`src/rtl/cla_slice_sequencer_if.sv`:
```
// Operand/result bus of the sliced wide adder.
// Handshake: a transfer happens on a rising clk edge where valid && ready are both 1; the
// sender holds its payload stable while valid is high and ready is low; ready may depend on state only.
interface cla_slice_sequencer_if #(
    parameter int WIDTH = 16
);
    logic             in_valid;
    logic             in_ready;
    logic [WIDTH-1:0] a;
    logic [WIDTH-1:0] b;
    logic             cin;
    logic             out_valid;
    logic             out_ready;
    logic [WIDTH-1:0] sum;
    logic             cout;
    logic             zero;
    logic             busy;

    modport slave (
        input  in_valid, a, b, cin, out_ready,
        output in_ready, out_valid, sum, cout, zero, busy
    );

    modport master (
        output in_valid, a, b, cin, out_ready,
        input  in_ready, out_valid, sum, cout, zero, busy
    );
endinterface

```
`src/rtl/cla_slice_sequencer.sv`:
```
// Wide adder built from one 4-bit carry-lookahead cell reused once per slice,
// LSB slice first, with the slice carry chained through a register.
module carrylook (
    input  logic [3:0] a_i,
    input  logic [3:0] b_i,
    input  logic       cin_i,
    output logic [3:0] s_o,
    output logic       cout_o
);
    logic [3:0] g;
    logic [3:0] p;
    logic [4:0] c;

    always_comb begin
        g    = a_i & b_i;
        p    = a_i ^ b_i;
        c[0] = cin_i;
        c[1] = g[0] | (p[0] & cin_i);
        c[2] = g[1] | (p[1] & g[0]) | (p[1] & p[0] & cin_i);
        c[3] = g[2] | (p[2] & g[1]) | (p[2] & p[1] & g[0]) | (p[2] & p[1] & p[0] & cin_i);
        c[4] = g[3] | (p[3] & g[2]) | (p[3] & p[2] & g[1]) | (p[3] & p[2] & p[1] & g[0])
             | (p[3] & p[2] & p[1] & p[0] & cin_i);
        s_o    = p ^ c[3:0];
        cout_o = c[4];
    end
endmodule

module cla_slice_sequencer #(
    parameter int WIDTH = 16
) (
    input  logic                   clk,
    input  logic                   rst_n,
    cla_slice_sequencer_if.slave   bus,
    output logic [1:0]             dbg_state_o
);
    localparam int NSLICE = WIDTH / 4;
    localparam int IDXW   = (NSLICE > 1) ? $clog2(NSLICE) : 1;

    typedef enum logic [1:0] {
        ST_IDLE = 2'd0,
        ST_RUN  = 2'd1,
        ST_DONE = 2'd2
    } state_e;

    state_e             state_q, state_d;
    logic [IDXW-1:0]    idx_q, idx_d;
    logic               carry_q, carry_d;
    logic [WIDTH-1:0]   a_q, a_d;
    logic [WIDTH-1:0]   b_q, b_d;
    logic [WIDTH-1:0]   sum_q, sum_d;

    logic [3:0]         slice_a;
    logic [3:0]         slice_b;
    logic [3:0]         slice_s;
    logic               slice_cout;
    logic               last_slice;
    logic               in_ready_w;
    logic               out_valid_w;

    assign slice_a    = a_q[{idx_q, 2'b00} +: 4];
    assign slice_b    = b_q[{idx_q, 2'b00} +: 4];
    assign last_slice = (idx_q == IDXW'(NSLICE - 1));

    carrylook u_cla (
        .a_i    (slice_a),
        .b_i    (slice_b),
        .cin_i  (carry_q),
        .s_o    (slice_s),
        .cout_o (slice_cout)
    );

    always_comb begin
        state_d     = state_q;
        idx_d       = idx_q;
        carry_d     = carry_q;
        a_d         = a_q;
        b_d         = b_q;
        sum_d       = sum_q;
        in_ready_w  = 1'b0;
        out_valid_w = 1'b0;
        unique case (state_q)
            ST_IDLE: begin
                in_ready_w = 1'b1;
                if (bus.in_valid) begin
                    a_d     = bus.a;
                    b_d     = bus.b;
                    carry_d = bus.cin;
                    idx_d   = '0;
                    state_d = ST_RUN;
                end
            end
            ST_RUN: begin
                sum_d[{idx_q, 2'b00} +: 4] = slice_s;
                carry_d                    = slice_cout;
                if (last_slice) begin
                    state_d = ST_DONE;
                end else begin
                    idx_d = idx_q + IDXW'(1);
                end
            end
            ST_DONE: begin
                out_valid_w = 1'b1;
                if (bus.out_ready) begin
                    state_d = ST_IDLE;
                end
            end
            default: state_d = ST_IDLE;
        endcase
    end

    always_ff @(posedge clk) begin
        if (!rst_n) begin
            state_q <= ST_IDLE;
            idx_q   <= '0;
            carry_q <= 1'b0;
            a_q     <= '0;
            b_q     <= '0;
            sum_q   <= '0;
        end else begin
            state_q <= state_d;
            idx_q   <= idx_d;
            carry_q <= carry_d;
            a_q     <= a_d;
            b_q     <= b_d;
            sum_q   <= sum_d;
        end
    end

    // After the last slice the carry register holds the MSB carry, so it doubles as cout.
    assign bus.in_ready  = in_ready_w;
    assign bus.out_valid = out_valid_w;
    assign bus.sum       = sum_q;
    assign bus.cout      = carry_q;
    assign bus.zero      = out_valid_w && (sum_q == '0);
    assign bus.busy      = (state_q != ST_IDLE);
    assign dbg_state_o   = state_q;
endmodule

```
`src/flat_wrapper.sv`:
```
// flat-port wrapper written by rule: the top's interface ports become plain ports
module cla_slice_sequencer_flat 
#(
    parameter int WIDTH = 16
)
  (clk, rst_n, dbg_state_o, bus_in_valid, bus_a, bus_b, bus_cin, bus_out_ready, bus_in_ready, bus_out_valid, bus_sum, bus_cout, bus_zero, bus_busy);
  cla_slice_sequencer_if #(.WIDTH(WIDTH)) bus_i ();
  input  logic clk;
  input  logic rst_n;
  output logic [1:0] dbg_state_o;
  input wire logic [$bits(bus_i.in_valid)-1:0] bus_in_valid;
  input wire logic [$bits(bus_i.a)-1:0] bus_a;
  input wire logic [$bits(bus_i.b)-1:0] bus_b;
  input wire logic [$bits(bus_i.cin)-1:0] bus_cin;
  input wire logic [$bits(bus_i.out_ready)-1:0] bus_out_ready;
  output wire logic [$bits(bus_i.in_ready)-1:0] bus_in_ready;
  output wire logic [$bits(bus_i.out_valid)-1:0] bus_out_valid;
  output wire logic [$bits(bus_i.sum)-1:0] bus_sum;
  output wire logic [$bits(bus_i.cout)-1:0] bus_cout;
  output wire logic [$bits(bus_i.zero)-1:0] bus_zero;
  output wire logic [$bits(bus_i.busy)-1:0] bus_busy;
  assign bus_i.in_valid = bus_in_valid;
  assign bus_i.a = bus_a;
  assign bus_i.b = bus_b;
  assign bus_i.cin = bus_cin;
  assign bus_i.out_ready = bus_out_ready;
  assign bus_in_ready = bus_i.in_ready;
  assign bus_out_valid = bus_i.out_valid;
  assign bus_sum = bus_i.sum;
  assign bus_cout = bus_i.cout;
  assign bus_zero = bus_i.zero;
  assign bus_busy = bus_i.busy;
  cla_slice_sequencer #(.WIDTH(WIDTH)) u_core (.clk(clk), .rst_n(rst_n), .bus(bus_i), .dbg_state_o(dbg_state_o));
endmodule
```
`config.mk`:
```
export PLATFORM = sky130hd
export DESIGN_NAME = cla_slice_sequencer_flat
export DESIGN_NICKNAME = d
export VERILOG_FILES = /design/src/rtl/cla_slice_sequencer_if.sv /design/src/rtl/cla_slice_sequencer.sv /design/src/flat_wrapper.sv
export SDC_FILE = /design/constraint.sdc
export NUM_CORES = 1
export LEC_CHECK = 0
export CAP_MARGIN = 30
export CORE_MARGIN = 4
export CORE_UTILIZATION = 25
export DETAILED_ROUTE_END_ITERATION = 8
export GPL_ROUTABILITY_DRIVEN = 0
export PLACE_DENSITY_LB_ADDON = 0.08
export REMOVE_ABC_BUFFERS = 1
export SLEW_MARGIN = 5
export SYNTH_ARGS = -nofsm -noshare
export SYNTH_HDL_FRONTEND = slang
export SYNTH_SLANG_ARGS = --single-unit
```
`constraint.sdc`:
```
create_clock -name clk -period 3.4 [get_ports clk]
set_input_delay 0.68 -clock clk [delete_from_list [all_inputs] [get_ports clk]]
set_output_delay 0.68 -clock clk [all_outputs]
set_load 0.05 [all_outputs]
```
==> metrics.cfg, run 1 <==
[worst_hold_path]
hp-start = u_core.b_q[14]
hold_path_class = register to register
min_path_cells = 2
min_to = u_core.b_q[14]

[clock_tree]
root_buffer = clkbuf_8
tritoncts = yes
cts_buffers = 5
cts_sinks = 53
ctsResizeCount = 0
clock_path_buffers = 2
hold_buffers = 0
cts_htree_levels = 2
postCtsSetupBuffers = 0
clkLatencyLatePin_ps = 300
clk_pin_slew_ps = 100

[cells_and_area]
num-nets-final = 382
num_antenna_cells = 0
syn_to_final_growth_pct = 32.1
layout-drive-gt1-share = 0.0988
finalNonFillerCells = 467

[power_and_ir_drop]
switchingPower_mw = 0.376
power.density_nw_per_um2 = 390
clock_power_share = 0.279
vdd_drop_max_v = 0.000156
internal_power_mw = 0.910
switching_share = 0.292
seq_power_share = 0.525
cellLeakagePower_nw = 1.20
comb_power_share = 0.196

[detailed_routing]
vias_per_cell = 4.40
drtPass1Iterations = 4
finalWirelength_mm = 6.26
wl_per_cell_um = 13.4
drt_iter0_drc = 74
drc = 0
num_vias = 2055
ant_nets = 0

[sta]
finalSetupViolCount = 0
worst_pin_slew_ps = 603
timing.final.hold_violations = 0
max_freq_mhz = 363
slew_headroom = 0.597
period_share = 0.810
fin_skew_ps = 5.92
period_needed_ps = 2760
rsz0062_at_grt = no
drv_slew = 0
fin_tns_setup_ps = 0

[worst_setup_path]
worstPathMaxFanout = 3
critPathCaptureType = output port
crit_path_start_kind = register
r2r_start = u_core.idx_q[0]
critPathMaxStageDelay_ps = 800
reg2reg_slack_ps = 860
path_buf_inv = 1
reg2regPathDepth = 6
cp_data_required_time_ps = 2720
cp_slowest_cell = clkdlybuf4s50_1
crit_type = register to output port
rr_endpoint = u_core.bus.sum[6]
crit_family = buffers and inverters
cp.arrival_ps = 2080
cp_cell_sequence = nor4_1 -> nand3_1 -> nor2_1 -> clkdlybuf4s50_1

[die]
coreArea_um2 = 9730
fp-row-count = 36
start_util = 0.257
fp.dieW_um = 108
dieArea_um2 = 11600
fp.dieH_um = 108
ios = 60

[logic_synthesis]
synth_simple_gate_area_frac = 0.226
synth_area_leaders = dfxtp_1, nand2_1, mux4_2
synth_top_family_by_area = simple AND/OR/NAND/NOR gates
synth_ff_type = dfxtp_1
synth-compound-area-share = 0.154
synthCells = 277
synth_fa_ha_area_frac = 0.0632
async_flop_share = 0
synth_area_um2 = 2500
synth_mux_area_frac = 0.0722
ys_types = 37
syn_avg_cell_area_um2 = 9.01
ys_seq_area_frac = 0.425
synth-seq-cells = 53
synth_edf_count = 0
synth_top_area_frac = 0.425
synth-xor-area-share = 0.0100
synth_warnings = 0
yosysTopAreaCell = dfxtp_1

[placed_design]
dp_cells = 459
io_buffers = 59
hpwl_mm = 4.54

[global_routing]
track_usage = 0.114
antenna_found_initial = 0
overflow = 0
grt_max_degree = 53
grt_pass1_vias = 2057
grt_pass1_wl_mm = 10.5

[run_status]
status = finished clean

[job]
drv_cap = 0

cells in the final DEF, fill, tap and decap left out, types with 4 or more instances in the layout:
| cell | count |
|---|---|
| a21oi_1 | 35 |
| a22oi_1 | 10 |
| a32oi_1 | 4 |
| buf_4 | 5 |
| clkbuf_8 | 5 |
| clkdlybuf4s50_1 | 59 |
| dfxtp_1 | 53 |
| ha_1 | 11 |
| inv_1 | 11 |
| mux4_2 | 8 |
| nand2_1 | 73 |
| nand3_1 | 5 |
| nor2_1 | 24 |
| nor4_1 | 4 |
| o31ai_2 | 4 |
worst max path at each step:
| stage | startpoint | end | slack [ps] | cells past startpoint |
|---|---|---|---|---|
| final | u_core.bus.sum[12] | bus_zero | 640 | 4 |
| after global routing | u_core.bus.sum[12] | bus_zero | 420 | 4 |
| after CTS | u_core.bus.sum[12] | bus_zero | 550 | 4 |
| after detailed placement | u_core.idx_q[0] | u_core.bus.sum[2] | 830 | 6 |
| after global placement | u_core.idx_q[0] | u_core.bus.sum[7] | 870 | 6 |
| after floorplan | u_core.dbg_state_o[1] | bus_zero | 310 | 4 |
final cells by class:
cell class	instances	area (um2)
timing repair buffer	64	628
inverter	12	45.0
sequential	53	1060
clock buffer	6	72.6
clock inverter	2	13.8
tap	133	166
multi-input combinational	197	1310
fill	1060	6430
cell usage after synthesis, types with 2 or more instances:
library cell	instances
nor4_1	4
buf_4	2
dfxtp_1	53
mux4_2	8
a21oi_1	35
ha_1	11
buf_2	6
a32oi_1	4
nand2_1	73
nor2_1	24
clkbuf_1	5
inv_1	11
nand3_1	5
a22oi_1	10
o31ai_2	4
per-layer routing:
layer,GRT usage,vias to the layer above,share of wire
li1,-,1062,-
met4,0.0298,0,0.0097
met5,0,-,0
met3,0.0246,7,0.055
met1,0.155,938,0.48
met2,0.185,48,0.45
state kept, by name, summed over array words and instances (netlist names):
signal and count:
u_core.a_q 16, u_core.dbg_state_o 2, u_core.idx_q 2, u_core.b_q 16, u_core.bus.sum 16, u_core.bus.cout 1
per-stage QoR:
stage | hold WS [ps] | total power, mW | util | area [um2] | setup WS [ps]
4_1_cts | 458 | 1.31 | 0.339 | 3300 | 551
3_5_place_dp | 443 | 0.946 | 0.330 | 3210 | 834
3_3_place_gp | 441 | 0.946 | 0.330 | 3210 | 873
2_1_floorplan | 433 | 0.837 | - | 2420 | 306
5_1_grt | 474 | 1.37 | 0.339 | 3300 | 422
6_report | 454 | 1.29 | 0.339 | 3300 | 644
power groups by stage:
stage	Combinational (mW)	Clock (mW)	Sequential, mW
finish	0.253	0.359	0.675
global route	0.279	0.408	0.681
CTS	0.257	0.381	0.676
detailed placement	0.256	0	0.691
global placement	0.255	0	0.691
floorplan	0.135	0	0.702
tightest hold or removal path: cells and delay by family, from the launching register on:
family | cells | cell delay, ps
AOI/OAI and AO/OA | 1 | 50
DFF | 1 | 320
and+or+nand+nor | 1 | 50
cells by family (layout without fill, tap and decap cells):
kind of cell,Yosys count,in the layout
and+or+nand+nor,116,116
muxes,8,8
AOI/OAI and AO/OA,59,59
adders and majority gates,12,12
DFF,53,53
xor gates and xnor gates,2,2
buffers and inverters,27,84
(Power assumes the default switching activity.)
==> run 2, diff against run 1 <==
==> constraint.sdc (replaced) <==
create_clock -name clk -period 2.4 [get_ports clk]
set_input_delay 0.48 -clock clk [delete_from_list [all_inputs] [get_ports clk]]
set_output_delay 0.48 -clock clk [all_outputs]
set_load 0.05 [all_outputs]
==> metrics.cfg, run 2 (same netlist as run 1, synthesis figures left out) <==
[run_status]
status = finished clean

[global_routing]
grt_pass1_vias = 2155  ; +4.8%
track_usage = 0.118  ; +0.00313
grt_max_degree = 33  ; -38%
overflow = 0  ; unchanged
grt_pass1_wl_mm = 11.0  ; +5.1%
antenna_found_initial = 0  ; unchanged

[sta]
rsz0062_at_grt = no
fin_tns_setup_ps = 0  ; unchanged
fin_skew_ps = 9.36  ; +3.44 ps
max_freq_mhz = 442
worst_pin_slew_ps = 609  ; +5.31 ps
hold_ws_ps = 461  ; +6.38 ps
slew_headroom = 0.594  ; -0.00354
period_share = 0.943
period_needed_ps = 2260
timing.final.hold_violations = 0  ; unchanged
drv_slew = 0  ; unchanged
finalSetupViolCount = 0  ; unchanged

[worst_setup_path]
cp_data_required_time_ps = 2590  ; -130 ps
cp_cell_sequence = buf_6 -> mux4_2 -> ha_1 -> a211oi_2 -> or3_4 -> a32oi_2 -> nor2_1
worstPathMaxFanout = 6  ; +3
cp_slowest_cell = mux4_2
crit_type = register to register
critPathMaxStageDelay_ps = 550  ; -250 ps
critPathCaptureType = register
reg2regPathDepth = 7  ; +1
cp.arrival_ps = 2450  ; +370 ps
crit_path_start_kind = register

[die]
dieArea_um2 = 11600  ; unchanged
fp.dieW_um = 108  ; unchanged
ios = 60  ; unchanged
fp-row-count = 36  ; unchanged
fp.dieH_um = 108  ; unchanged
coreArea_um2 = 9730  ; unchanged
start_util = 0.257  ; unchanged

[power_and_ir_drop]
vdd_drop_max_v = 0.000207  ; +33%
power.density_nw_per_um2 = 547  ; +40%
finalPower_mw = 1.84  ; +43%
cellLeakagePower_nw = 1.22  ; +2.2%

[clock_tree]
clock_path_buffers = 2  ; unchanged
hold_buffers = 0  ; unchanged
cts_buffers = 5  ; unchanged
clk_pin_slew_ps = 100  ; about the same
root_buffer = clkbuf_8
postCtsSetupBuffers = 0  ; unchanged
tritoncts = yes
cts_sinks = 53  ; unchanged
cts_htree_levels = 2  ; unchanged
clkLatencyLatePin_ps = 300  ; about the same

[detailed_routing]
drt_iter0_drc = 56  ; -24%
finalWirelength_mm = 6.48  ; +3.5%
drc = 0  ; unchanged
vias_per_cell = 4.47  ; +1.7%
ant_nets = 0  ; unchanged
wl_per_cell_um = 13.7  ; +2.6%
num_vias = 2107  ; +2.5%
drtPass1Iterations = 4  ; unchanged

[cells_and_area]
utilization = 0.346  ; +0.00682
layout-drive-gt1-share = 0.139  ; +0.0403
num_antenna_cells = 0  ; unchanged
final_cell_mix = nand2_1, clkdlybuf4s50_1, dfxtp_1
num-nets-final = 386  ; +1.0%
syn_to_final_growth_pct = 34.8
final_common_cell = nand2_1
nFillCells = 1075  ; +1.4%

[job]
drv_cap = 0  ; unchanged

[worst_hold_path]
min_path_cells = 2  ; unchanged
hold_path_class = register to register

[placed_design]
io_buffers = 59  ; unchanged
hpwl_mm = 4.88  ; +7.5%

[run 2: cell count changes in the layout (fill, tap and decap cells not counted), sizes merged]
cell and change:
clkinvlp +1, clkdlybuf4s50 -5, inv -1, clkbuf +1
clkinv -1, buf +9
[run 2: path summary, 6_finish.rpt]
kind	from	slack, ps	end
hold / removal	u_core.a_q[5]	460	u_core.a_q[5]
setup reg to reg	u_core.idx_q[0]	140	u_core.bus.sum[10]
hold reg to reg	u_core.a_q[5]	460	u_core.a_q[5]
setup / recovery	u_core.idx_q[0]	140	u_core.bus.sum[10]
[run 2: metal layers]
metal,vias to the layer above,GRT usage,share of wire
li1,1075,-,-
met1,978,0.155,0.49
met2,50,0.196,0.46
met3,4,0.0246,0.048
met4,0,0.0298,0.0068
met5,-,0,0
[run 2: timing repair]
action / 4_1_cts / 5_1_grt
hold endpoints to repair: 0 / 0
gates resized for setup: 0 / 8
setup endpoints to repair: 0 / 9
[run 2: metrics by stage]
| step | cell area, um2 | worst slack, ps | instances |
|---|---|---|---|
| 2_1_floorplan | 2420 | -494 | 262 |
| 3_3_place_gp | 3240 | 78.0 | 463 |
| 3_5_place_dp | 3240 | 22.9 | 463 |
| 4_1_cts | 3330 | 0.253 | 471 |
| 5_1_grt | 3360 | 15.3 | 471 |
| 6_report | 3360 | 137 | 471 |
[run 2: final cells by class]
cell class / count / area, um2 / area share
Timing Repair Buffer: 68 / 662 / 0.197
Sequential cell: 53 / 1060 / 0.316
Multi-Input combinational cell: 197 / 1350 / 0.400
Inverter: 12 / 45.0 / 0.0134
Clock inverter: 1 / 7.51 / 0.00223
Tap cell: 133 / 166 / 0.0495
Clock buffer: 7 / 76.3 / 0.0227
[run 2: where the power goes]
part	total, mW	switching, mW	internal (mW)
Combinational	0.382	0.207	0.175
Sequential	0.953	0.0322	0.921
Clock	0.506	0.298	0.208
[run 2: worst max-delay path, delay by kind of cell, from the launching register on]
family	cells	cell delay, ps
AOI/OAI and AO/OA	2	290
adders and majority gates	1	330
buffers and inverters	1	150
DFF	1	380
muxes	1	550
and+or+nand+nor	2	460
==> run 3, diff against run 2 <==
--- a/config.mk
+++ b/config.mk
@@ -15,4 +15,5 @@
 export SLEW_MARGIN = 5
 export SYNTH_ARGS = -nofsm -noshare
 export SYNTH_HDL_FRONTEND = slang
+export SYNTH_HIERARCHICAL = 1
 export SYNTH_SLANG_ARGS = --single-unit
==> metrics.cfg, run 3 <==
[worst_setup_path]
cp_data_required_time_ps = 1920  ; -670 ps
path_buf_inv = 1  ; unchanged
crit_family = buffers and inverters
critPathCaptureType = output port
cp_slowest_cell = clkdlybuf4s50_1
cp_cell_sequence = clkdlybuf4s50_1
crit_type = register to output port
critPathMaxStageDelay_ps = 880  ; +330 ps
crit_path_start_kind = register
worstPathMaxFanout = 12  ; +6
cp.arrival_ps = 1750  ; -700 ps

[die]
coreArea_um2 = 9770  ; +0.46%
fp.dieW_um = 108  ; +0.28%
dieArea_um2 = 11700  ; +0.56%
fp-row-count = 36  ; unchanged
fp.dieH_um = 108  ; +0.28%
start_util = 0.257  ; +0.000354
ios = 60  ; unchanged

[placed_design]
hpwl_mm = 4.73  ; -3.2%
place_area_um2 = 3250  ; +0.12%
io_buffers = 59  ; unchanged

[sta]
slew_headroom = 0.652  ; +0.0583
period_share = 0.929  ; -0.0136
max_freq_mhz = 448  ; +1.5%
rsz0062_at_grt = no
timing.final.hold_violations = 0  ; unchanged
finalSetupViolCount = 0  ; unchanged
drv_slew = 0  ; unchanged
hold_ws_ps = 456  ; -4.31 ps
period_needed_ps = 2230  ; -32.7 ps
worst_pin_slew_ps = 520  ; -88.2 ps
fin_tns_setup_ps = 0  ; unchanged
fin_skew_ps = 5.70  ; -3.66 ps

[logic_synthesis]
synthCells = 274  ; -1.1%
synth_area_leaders = dfxtp_1, nand2_1, a21boi_1
synth_warnings = 6  ; +6
ys_seq_area_frac = 0.423  ; -0.00254
async_flop_share = 0  ; unchanged
synth_area_um2 = 2510  ; +0.60%
synth_ff_type = dfxtp_1
syn_avg_cell_area_um2 = 9.16  ; +1.7%
ys_types = 37  ; unchanged
synth_common_cells = nand2_1, dfxtp_1, a21boi_1, o22ai_1
synth-seq-cells = 53  ; unchanged
synth_edf_count = 0  ; unchanged
synth_top_area_frac = 0.423  ; -0.00254
yosysTopAreaCell = dfxtp_1
synth.most_common_cell = nand2_1

[cells_and_area]
num_antenna_cells = 0  ; unchanged
layout-drive-gt1-share = 0.108  ; -0.0313
final_cell_mix = nand2_1, clkdlybuf4s50_1, dfxtp_1
syn_to_final_growth_pct = 32.8
stdcell_area_um2 = 3330  ; -0.89%
num-nets-final = 380  ; -1.6%
final_common_cell = nand2_1

[detailed_routing]
num_vias = 2051  ; -2.7%
vias_per_cell = 4.39  ; -1.8%
drc = 0  ; unchanged
ant_nets = 0  ; unchanged
drt_iter0_drc = 50  ; -11%
wl_per_cell_um = 13.2  ; -4.2%
finalWirelength_mm = 6.15  ; -5.0%
drtPass1Iterations = 4  ; unchanged

[global_routing]
grt_max_degree = 34  ; +3.0%
antenna_found_initial = 0  ; unchanged
grt_pass1_vias = 2131  ; -1.1%
overflow = 0  ; unchanged
track_usage = 0.113  ; -0.00440
grt_pass1_wl_mm = 10.4  ; -5.3%

[worst_hold_path]
hold_path_class = register to register

[clock_tree]
clock_path_buffers = 2  ; unchanged
clk_pin_slew_ps = 90  ; about the same
postCtsSetupBuffers = 0  ; unchanged
root_buffer = clkbuf_8
cts_buffers = 5  ; unchanged
tritoncts = yes
clkLatencyLatePin_ps = 300  ; about the same
cts_sinks = 53  ; unchanged
cts_htree_levels = 2  ; unchanged

[power_and_ir_drop]
cellLeakagePower_nw = 1.30  ; +6.7%
power.density_nw_per_um2 = 532  ; -2.8%
finalPower_mw = 1.77  ; -3.7%
vdd_drop_max_v = 0.000201  ; -3.2%

[run_status]
status = finished clean

[job]
drv_cap = 0  ; unchanged

-- run 3: cell count changes in the layout (fill, tap and decap cells not counted), moves of 3 or more --
cell	change
o22ai_1	+18
a21oi_1	-33
nand2_1	+16
nor2_1	-21
a21o_1	+3
o31ai_2	-4
a21boi_1	+30
a22oi_1	-10
a32oi_1	-3
nand3_1	-3
-- run 3: where the power goes --
group          switching, mW  total (mW)  internal (mW)
Clock                  0.287       0.490          0.203
Combinational          0.169       0.337          0.168
Sequential            0.0271       0.945          0.918
-- run 3: cell type report --
type	count	area, um2
Sequential cell	53	1060
Fill cell	1047	6440
Clock buffer	6	72.6
Inverter	9	33.8
Multi-Input combinational cell	194	1280
Tap cell	133	166
Timing Repair Buffer	70	706
Clock inverter	2	10.0
-- run 3: repair_timing --
item                       CTS  global route
setup endpoints to repair    0            12
resized for setup            0             3
hold buffers                 0             0
-- run 3: layer usage --
metal,track usage,part of all wire,vias up
met1,0.153,0.49,945
li1,-,-,1055
met2,0.179,0.45,43
met3,0.0251,0.049,8
met5,0,0,-
met4,0.0379,0.013,0
-- run 3: logic make-up (layout without fill, tap and decap cells) --
kind of cell	Yosys count	count (layout)	synth area share
xor+xnor	3	3	0.0105
compound gates	58	58	0.162
buf+inv	27	87	0.0673
simple gates	113	113	0.205
mux	10	10	0.0797
flops	53	53	0.423
fa+ha+maj	10	10	0.0528
-- run 3: through the flow --
step            util  setup WS (ps)  std cells
2_1_floorplan      -           -252        256
3_5_place_dp   0.332           53.1        459
4_1_cts        0.341           34.0        467
5_1_grt        0.341           51.4        467
6_report       0.341            169        467
3_3_place_gp   0.332            102        459
-- run 3: worst paths after layout --
path                   endpoint  slack, ps             startpoint  cells after the start
min reg2reg       u_core/b_q[6]        460          u_core/b_q[6]                      2
max              dbg_state_o[1]        170  u_core/dbg_state_o[1]                      1
max reg2reg  u_core/bus.sum[15]        220        u_core/idx_q[0]                      7
min               u_core/b_q[6]        460          u_core/b_q[6]                      2
